==> config.mk <==
export PLATFORM = sky130hd
export DESIGN_NAME = pulse_stretcher
export DESIGN_NICKNAME = d
export VERILOG_FILES = /design/src/rtl/pulse_stretcher_pkg.sv /design/src/rtl/pulse_stretcher_counter.sv /design/src/rtl/pulse_stretcher.sv
export SDC_FILE = /design/constraint.sdc
export NUM_CORES = 1
export LEC_CHECK = 0
export CAP_MARGIN = 20
export CORE_UTILIZATION = 45
export DETAILED_ROUTE_END_ITERATION = 8
export RECOVER_POWER = 100
export SETUP_SLACK_MARGIN = 0.02
export SYNTH_ARGS = -nofsm -noshare
export SYNTH_HDL_FRONTEND = slang
export SYNTH_SLANG_ARGS = --single-unit
==> constraint.sdc <==
create_clock -name clk -period 2.55 [get_ports clk]
set_input_delay 0.255 -clock clk [delete_from_list [all_inputs] [get_ports clk]]
set_output_delay 0.255 -clock clk [all_outputs]
set_load 0.01 [all_outputs]
==> src/rtl/pulse_stretcher_pkg.sv <==
// Shared types and 12 MHz timing defaults for the
// pulse stretcher and its users.
package pulse_stretcher_pkg;

  typedef enum logic [1:0] {
    WARMUP   = 2'd0,
    IDLE     = 2'd1,
    ACTIVE   = 2'd2,
    COOLDOWN = 2'd3
  } ps_state_e;

  localparam int CLK_HZ          = 12_000_000;
  localparam int DEF_HOLD_CYCLES = 12_000_000;
  localparam int DEF_COOL_CYCLES = 1_200_000;
  localparam int DEF_START_CYCLES = 65535;

  function automatic int cnt_width(
    input int a,
    input int b,
    input int c
  );
    int m;
    m = a;
    if (b > m) m = b;
    if (c > m) m = c;
    if (m < 1) m = 1;
    return $clog2(m + 1);
  endfunction

endpackage

==> src/rtl/pulse_stretcher_counter.sv <==
// Loadable down-counter with zero flag, shared by
// every timed phase of the pulse stretcher.
module load_down_counter #(
  parameter int W = 8
) (
  input  logic         clk,
  input  logic         rst_n,
  input  logic         load,
  input  logic [W-1:0] load_val,
  input  logic         dec,
  output logic [W-1:0] count,
  output logic         zero
);

  logic [W-1:0] q;

  always_ff @(posedge clk or negedge rst_n) begin
    if (!rst_n) begin
      q <= '0;
    end else if (load) begin
      q <= load_val;
    end else if (dec) begin
      q <= q - 1'b1;
    end
  end

  assign count = q;
  assign zero  = (q == '0);

endmodule

==> src/rtl/pulse_stretcher.sv <==
// Stretches 1-cycle triggers into a fixed-width output
// level with startup inhibit, abort and cooldown.
module pulse_stretcher
  import pulse_stretcher_pkg::*;
#(
  parameter int HOLD_CYCLES     = DEF_HOLD_CYCLES,
  parameter int COOLDOWN_CYCLES = DEF_COOL_CYCLES,
  parameter int STARTUP_CYCLES  = DEF_START_CYCLES,
  parameter int RETRIGGER       = 0
) (
  input  logic clk,
  input  logic rst_n,
  input  logic trig_pulse,
  input  logic abort,
  output logic out_level,
  output logic busy,
  output logic armed,
  output logic dropped
);

  localparam int CW = cnt_width(
    HOLD_CYCLES, COOLDOWN_CYCLES, STARTUP_CYCLES);

  localparam bit HAS_COOL = (COOLDOWN_CYCLES > 0);
  localparam bit RETRIG   = (RETRIGGER != 0);

  localparam logic [CW-1:0] HOLD_M1 =
    CW'(HOLD_CYCLES - 1);
  localparam logic [CW-1:0] COOL_M1 =
    CW'(HAS_COOL ? COOLDOWN_CYCLES - 1 : 0);

  // Warmup decrements from 0 and wraps; after k edges
  // the count is -k, so the final warmup edge sees this.
  localparam logic [CW-1:0] WARM_END =
    CW'(0) - CW'(STARTUP_CYCLES - 1);

  ps_state_e     state;
  logic          ld;
  logic          dec;
  logic [CW-1:0] ld_val;
  logic [CW-1:0] cnt;
  logic          cnt_zero;

  load_down_counter #(
    .W(CW)
  ) u_cnt (
    .clk      (clk),
    .rst_n    (rst_n),
    .load     (ld),
    .load_val (ld_val),
    .dec      (dec),
    .count    (cnt),
    .zero     (cnt_zero)
  );

  always_comb begin
    ld     = 1'b0;
    dec    = 1'b0;
    ld_val = '0;
    unique case (state)
      WARMUP: dec = 1'b1;
      IDLE: begin
        if (trig_pulse) begin
          ld     = 1'b1;
          ld_val = HOLD_M1;
        end
      end
      ACTIVE: begin
        if (abort) begin
          ld     = HAS_COOL;
          ld_val = COOL_M1;
        end else if (trig_pulse && RETRIG) begin
          ld     = 1'b1;
          ld_val = HOLD_M1;
        end else if (cnt_zero) begin
          ld     = HAS_COOL;
          ld_val = COOL_M1;
        end else begin
          dec = 1'b1;
        end
      end
      COOLDOWN: dec = 1'b1;
      default: ;
    endcase
  end

  always_ff @(posedge clk or negedge rst_n) begin
    if (!rst_n) begin
      state     <= WARMUP;
      out_level <= 1'b0;
      busy      <= 1'b0;
      armed     <= 1'b0;
      dropped   <= 1'b0;
    end else begin
      dropped <= 1'b0;
      unique case (state)
        WARMUP: begin
          if (cnt == WARM_END) begin
            state <= IDLE;
            armed <= 1'b1;
          end
        end
        IDLE: begin
          if (trig_pulse) begin
            state     <= ACTIVE;
            out_level <= 1'b1;
            busy      <= 1'b1;
          end
        end
        ACTIVE: begin
          if (abort) begin
            out_level <= 1'b0;
            dropped   <= trig_pulse;
            busy      <= HAS_COOL;
            state     <= HAS_COOL ? COOLDOWN : IDLE;
          end else if (trig_pulse && RETRIG) begin
            out_level <= 1'b1;
          end else begin
            dropped <= trig_pulse;
            if (cnt_zero) begin
              out_level <= 1'b0;
              busy      <= HAS_COOL;
              state     <= HAS_COOL ? COOLDOWN : IDLE;
            end
          end
        end
        COOLDOWN: begin
          dropped <= trig_pulse;
          if (cnt_zero) begin
            state <= IDLE;
            busy  <= 1'b0;
          end
        end
        default: state <= WARMUP;
      endcase
    end
  end

endmodule

==> out/qor.txt, run 1 <==
Clock Tree Buf Depth: 2
reg2reg setup slack: 0.17 ns
antenna cells: 0
Post-DP Area: 0.00200 sq mm
clock-pin slew on the worst setup and hold paths: 0.07 ns
routed wl met2: 2140 um
Tmin final: 2.38 ns
Resize count post-CTS: 0
cts bufs inserted: 5
fin crit share: 0.932
setup violators final: 0
CP top delay family: simple AND/OR/NAND/NOR gates
initial antenna violation count: 0
critical path depth: 6
1st-iter DRT viols: 142
hpwl dp: 3290 um
Fin. Hold Viols: 0
Synth area leader: dfrtp_1
worst r2r dst: u_cnt.count[21]$_DFFE_PN0P_
Setup CP Type: register to register
Mapped Cells: 199
syn avg cell area: 9.10 sq um
Critical R2R Launch: u_cnt.count[13]$_DFFE_PN0P_
Slew @ Worst Pin: 1.56 ns
Core Region: 0.00377 sq mm
Mapped Nets: 212
Worst Reg-to-Reg Cells: 6
WL met3: 241 um
Rows: 22
GRT overflow: 0
CP max stage delay: 0.64 ns
Final Max Slew Viols: 31
DR pass1 iterations: 4
Starting Density: 0.480
relative slew slack: -0.0415
unrepaired setup endpoints after global routing: no
top cells by area, synth: dfrtp_1 (41%), ha_1 (6.2%), xnor2_1 (5.3%)
TritonCTS clock tree: yes
slowest cell on the critical path: or4_1
CP most frequent cell: or4_1
setup_tns: 0 ns
CP startpoint: u_cnt.count[13]$_DFFE_PN0P_
Final nets: 231
failing checks: capacitance limit, slew limit
Worst-Skew Late Latency: 0.28 ns
Post-Route WL: 4420 um
end of the critical path: u_cnt.count[21]$_DFFE_PN0P_
CTS H-tree lvls: 2
Die Ht: 65.5 um
Power Dens Cells: 450 mW/mm^2
routability congestion estimate: 0.951
DR top layer: met4
leak pwr: 0.905 nW
worst endpoint required time: 2.77 ns
clk sinks: 30
Min Hold Slack: 0.484 ns
root buf cell: clkbuf_8
drt drc: 0
Critical Path End Type: register
fmax: 421 MHz
Port Buffer Count: 7
die width: 65.5 um
Avg WL per Cell: 16.6 um
CP Max Fanout: 5
Vias/cell: 5.98
share of the synthesized area in the top cell type: 0.414
Cell Chain, Critical Path: or4_1 > nor4_4 > a21oi_2 > a221o_1 > or4_1 > nand3_1
MaxCap Viol Count: 1
final instance area: 0.00210 sq mm
ratio of cells with drive above 1 in the final layout: 0.123
vias: 1596
IO Count: 8
Unique masters post-synth: 40
Yosys reg bits: 30
part of the Yosys area used for sequential elements: 0.414
largest net degree at the start of global routing: 31
Crit path arrival time: 2.59 ns
number of global-route vias before repair: 1637
Post-Route M1 WL: 1990 um
crit start category: register
Post-DRT Antenna Nets: 0
Worst Path Buf+Inv: 0
VDD IR max: 0.359 mV
status: finished, violations left
HP Class: register to register
clk_skew: 0.00621 ns
Area Growth Syn to Fin: 16.0%
synthesized cell area: 0.00181 sq mm
Die Area: 0.00428 sq mm
synth warn: 0
global-route wire length before repair: 7910 um
Setup Buffers After CTS: 0
cts hold-fix bufs: 0
Tot GR Track Use: 0.245
[where the power goes]
part / total, W / leakage, nW / switching [W] / internal (W)
Clock: 0.000400 / 0.0472 / 0.000184 / 0.000217
Sequential: 0.000500 / 0.369 / 0.0000136 / 0.000487
Combinational: 0.0000453 / 0.489 / 0.0000259 / 0.0000194
Total: 0.000946 / 0.905 / 0.000223 / 0.000723
[layout make-up]
type	count	area, sq um
clock buffers	6	82.6
clock inverters	2	12.5
fillers	339	1670
inverters	6	22.5
multi-input cells	158	1030
flip-flops and latches	30	751
well taps	48	60.1
repair buffers	17	141
[per-layer routing]
| layer | vias to the layer above | global-route usage |
|---|---|---|
| li1 | 762 | - |
| met1 | 765 | 0.327 |
| met2 | 63 | 0.388 |
| met3 | 6 | 0.0521 |
| met4 | 0 | 0.0924 |
| met5 | - | 0 |
[logic make-up (layout without fill, tap and decap cells)]
kind of cell / Yosys count / count (layout) / share of synthesized area
and+or+nand+nor: 96 / 96 / 0.282
AOI/OAI and AO/OA: 36 / 36 / 0.134
DFF: 30 / 30 / 0.414
xor gates and xnor gates: 15 / 15 / 0.0725
buffers and inverters: 11 / 31 / 0.0235
adders and majority gates: 9 / 9 / 0.0622
muxes: 2 / 2 / 0.0111
[cell usage after synthesis]
cell type / instances
o41ai_1: 2
ha_1: 9
and4_1: 1
and3_1: 2
o31ai_1: 1
nor4_4: 1
o21a_1: 3
dfrtp_1: 30
a21oi_1: 6
or4_4: 1
o221ai_1: 1
nand4_1: 9
or4_1: 3
inv_1: 6
a31o_2: 1
o21ai_0: 10
and2_1: 4
buf_2: 1
o211ai_1: 3
or3_1: 4
a21oi_2: 1
nand2_1: 23
nor4b_1: 1
mux2i_1: 2
o211a_1: 2
clkbuf_1: 4
a21o_1: 1
xnor2_1: 11
nand3_1: 9
nand2b_1: 1
nor3_1: 7
or2_2: 2
o311ai_0: 1
nor2b_1: 2
nor2_1: 16
a211oi_1: 1
nor4_1: 10
a31oi_1: 2
a221o_1: 1
xor2_1: 4
[worst min path at each step]
stage                           start                 to  slack, ns  depth (start not counted)
floorplan                       rst_n  armed$_DFFE_PN0P_      -0.04                          0
global placement    armed$_DFFE_PN0P_  armed$_DFFE_PN0P_       0.47                          1
detailed placement  armed$_DFFE_PN0P_  armed$_DFFE_PN0P_       0.48                          1
CTS                             rst_n  armed$_DFFE_PN0P_       0.38                          2
global route        armed$_DFFE_PN0P_  armed$_DFFE_PN0P_       0.52                          1
finish              armed$_DFFE_PN0P_  armed$_DFFE_PN0P_       0.48                          1
[metrics by stage]
step / worst slack (ns) / power [W] / instances / util
global route: 0.0267 / 0.000982 / 267 / 0.557
detailed placement: 0.182 / 0.000556 / 259 / 0.530
CTS: 0.161 / 0.000956 / 267 / 0.555
floorplan: 0.0373 / 0.000529 / 199 / -
finish: 0.174 / 0.000946 / 267 / 0.557
global placement: 0.200 / 0.000554 / 259 / 0.530
[state kept, by name, summed over array words and instances, names as in the netlist]
| signal | flops |
|---|---|
| armed | 1 |
| busy | 1 |
| out_level | 1 |
| dropped | 1 |
| u_cnt.count | 24 |
| state | 2 |
[layout by cell type (no fill, tap or decap), types with 2 or more instances in the layout]
cell type and instances:
ha_1 9, nor4_1 10, clkbuf_8 6, inv_1 6, o21a_1 3, mux2i_1 2
a21oi_1 6, clkdlybuf4s50_1 2, buf_4 9, nand2_1 23, o41ai_1 2, nor2_1 16
xnor2_1 11, o211a_1 2, o21ai_0 10, and2_1 3, or4_1 3, nor2b_1 2
nor3_1 7, nand4_1 9, dfrtp_1 30, or2_2 2, o211ai_1 3, xor2_1 4
nand3_1 9, a31oi_1 2, dlygate4sd3_1 5, or3_1 4
Note: power is estimated with default switching activity, not from simulation.
==> inputs of run 2 (changes only) <==
- CORE_UTILIZATION: 45 -> 25
- HOLD_SLACK_MARGIN: not set -> 0.1
==> run 2 against run 1 <==
Against the previous run: first-iteration DRC count fell by 27%; core utilization fell by 25 points; wire length rose by 1.1%; die area rose by 77%; sequential cell count did not move; global-route usage fell by 11 points; the flow still finishes with violations (capacitance limit, slew limit).
==> out/qor.txt, run 2 (synthesis gave the netlist of run 1 again) <==
Critical Path End Type: register
Fin. Hold Viols: 0
clock share of power: 0.422
register share of total power: 0.532
VDD IR max: 0.135 mV
ratio of cells with drive above 1 in the final layout: 0.0968
Area Growth Syn to Fin: 17.7%
Vias/cell: 4.97
GR Layer Usage met3: 0.0294
hpwl dp: 3240 um
die width: 87.1 um
vias: 1557
Post-DRT Antenna Nets: 0
Sw Ratio: 0.233
Starting Density: 0.262
crit start category: register
Post-Route WL: 4470 um
hold endpoint: armed$_DFFE_PN0P_
drt drc: 0
Die Area: 0.00759 sq mm
MaxCap Viol Count: 1
fmax: 415 MHz
Final nets: 229
leading cell types in the layout, fill and taps excluded: dfrtp_1 (30), nand2_1 (23), nor2_1 (16), xnor2_1 (11), o21ai_0 (10)
antenna cells: 0
reg2reg setup slack: 0.14 ns
worst endpoint required time: 2.77 ns
failing checks: capacitance limit, slew limit
IO Count: 8
Worst Hold Depth: 1
Cell Chain, Critical Path: or4_4 > nor4_4 > a21oi_2 > a221o_1 > or4_1 > nand3_1
setup violators final: 0
cts hold-fix bufs: 0
most common cell after layout, fill and taps aside: dfrtp_1
Worst-Skew Late Latency: 0.29 ns
Tot GR Track Use: 0.133
met2 Usage GRT: 0.205
Clock Tree Buf Depth: 2
initial antenna violation count: 0
largest net degree at the start of global routing: 31
root buf cell: clkbuf_8
Crit path arrival time: 2.63 ns
Worst Reg-to-Reg Cells: 6
Power Dens Cells: 441 mW/mm^2
CTS H-tree lvls: 2
Combinational Power Share: 0.046
Die Ht: 87.1 um
GRT overflow: 0
DR pass1 iterations: 4
HP Class: register to register
Final Max Slew Viols: 31
global-route wire length before repair: 7760 um
Slew @ Worst Pin: 1.67 ns
relative slew slack: -0.111
met1 GRT Util: 0.183
Setup CP Type: register to register
clk sinks: 30
clk_skew: 0.00389 ns
GRT busiest layer: met2
start point of the worst hold path: armed$_DFFE_PN0P_
leak pwr: 0.889 nW
clock-pin slew on the worst setup and hold paths: 0.06 ns
slowest cell on the critical path: or4_4
P_sw: 0.000219 W
fin crit share: 0.946
status: finished, violations left
number of global-route vias before repair: 1581
Port Buffer Count: 7
Rows: 30
Core Region: 0.00691 sq mm
P_int: 0.000722 W
CP Max Fanout: 5
unrepaired setup endpoints after global routing: yes
Avg WL per Cell: 14.3 um
setup_tns: 0 ns
max FFs per register: 24
Tmin final: 2.41 ns
TritonCTS clock tree: yes
cts bufs inserted: 5
Critical R2R Launch: u_cnt.count[6]$_DFFE_PN0P_
routability congestion estimate: 0.857
CP max stage delay: 0.57 ns
1st-iter DRT viols: 103
Pwr Total: 0.000941 W
worst r2r dst: u_cnt.count[21]$_DFFE_PN0P_
==> run 2: power by group through the flow <==
stage / Clock [W] / Sequential [W] / Combinational (W)
5_1_grt: 0.000427 / 0.000502 / 0.0000505
3_3_place_gp: 0 / 0.000508 / 0.0000447
3_5_place_dp: 0 / 0.000508 / 0.0000452
2_1_floorplan: 0 / 0.000504 / 0.0000248
6_report: 0.000398 / 0.000501 / 0.0000431
4_1_cts: 0.000411 / 0.000499 / 0.0000456
==> run 2: metrics by stage <==
step / cells / utilization / area [sq um] / setup slack [ns] / hold WS, ns
2_1_floorplan: 199 / - / 1810 / 0.0373 / -0.0406
3_3_place_gp: 305 / 0.296 / 2040 / 0.165 / 0.461
3_5_place_dp: 305 / 0.296 / 2040 / 0.115 / 0.464
4_1_cts: 313 / 0.309 / 2130 / 0.0875 / 0.381
5_1_grt: 313 / 0.309 / 2130 / 0.0186 / 0.494
6_report: 313 / 0.309 / 2130 / 0.139 / 0.476
==> run 2: layer usage <==
| metal | share of wire | up-vias | wire length, um |
|---|---|---|---|
| li1 | - | 761 | - |
| met1 | 0.50 | 743 | 2230 |
| met3 | 0.054 | 9 | 242 |
| met4 | 0.015 | 0 | 69 |
| met5 | 0 | - | 0 |
| met2 | 0.43 | 44 | 1930 |
==> run 2: how the worst max path moves through the flow <==
stage / start / end / slack, ns / cells past startpoint
4_1_cts: u_cnt.count[13]$_DFFE_PN0P_ / u_cnt.count[16]$_DFFE_PN0P_ / 0.09 / 7
3_3_place_gp: u_cnt.count[13]$_DFFE_PN0P_ / u_cnt.count[16]$_DFFE_PN0P_ / 0.17 / 7
5_1_grt: u_cnt.count[6]$_DFFE_PN0P_ / state[0]$_DFFE_PN0P_ / 0.02 / 7
2_1_floorplan: u_cnt.count[7]$_DFFE_PN0P_ / u_cnt.count[21]$_DFFE_PN0P_ / 0.04 / 7
6_report: u_cnt.count[6]$_DFFE_PN0P_ / u_cnt.count[21]$_DFFE_PN0P_ / 0.14 / 6
3_5_place_dp: u_cnt.count[13]$_DFFE_PN0P_ / u_cnt.count[16]$_DFFE_PN0P_ / 0.11 / 7
==> run 2: critical path, delay by kind of cell (launching register included) <==
| family | cells | cell delay [ns] |
|---|---|---|
| simple gates | 4 | 1.45 |
| compound gates | 2 | 0.47 |
| flops | 1 | 0.43 |
==> run 2: area by class of cell <==
type,instances,area [sq um]
Sequential cell,30,751
Inverter,6,22.5
Clock inverter,1,5.00
Multi-Input combinational cell,158,1030
Fill cell,754,4770
Clock buffer,7,86.3
Tap cell,96,120
Timing Repair Buffer,15,123
==> run 2: what timing repair did <==
action                     CTS  global route
buffers inserted             0             0
gates resized for setup      0             2
setup endpoints to repair    0             8
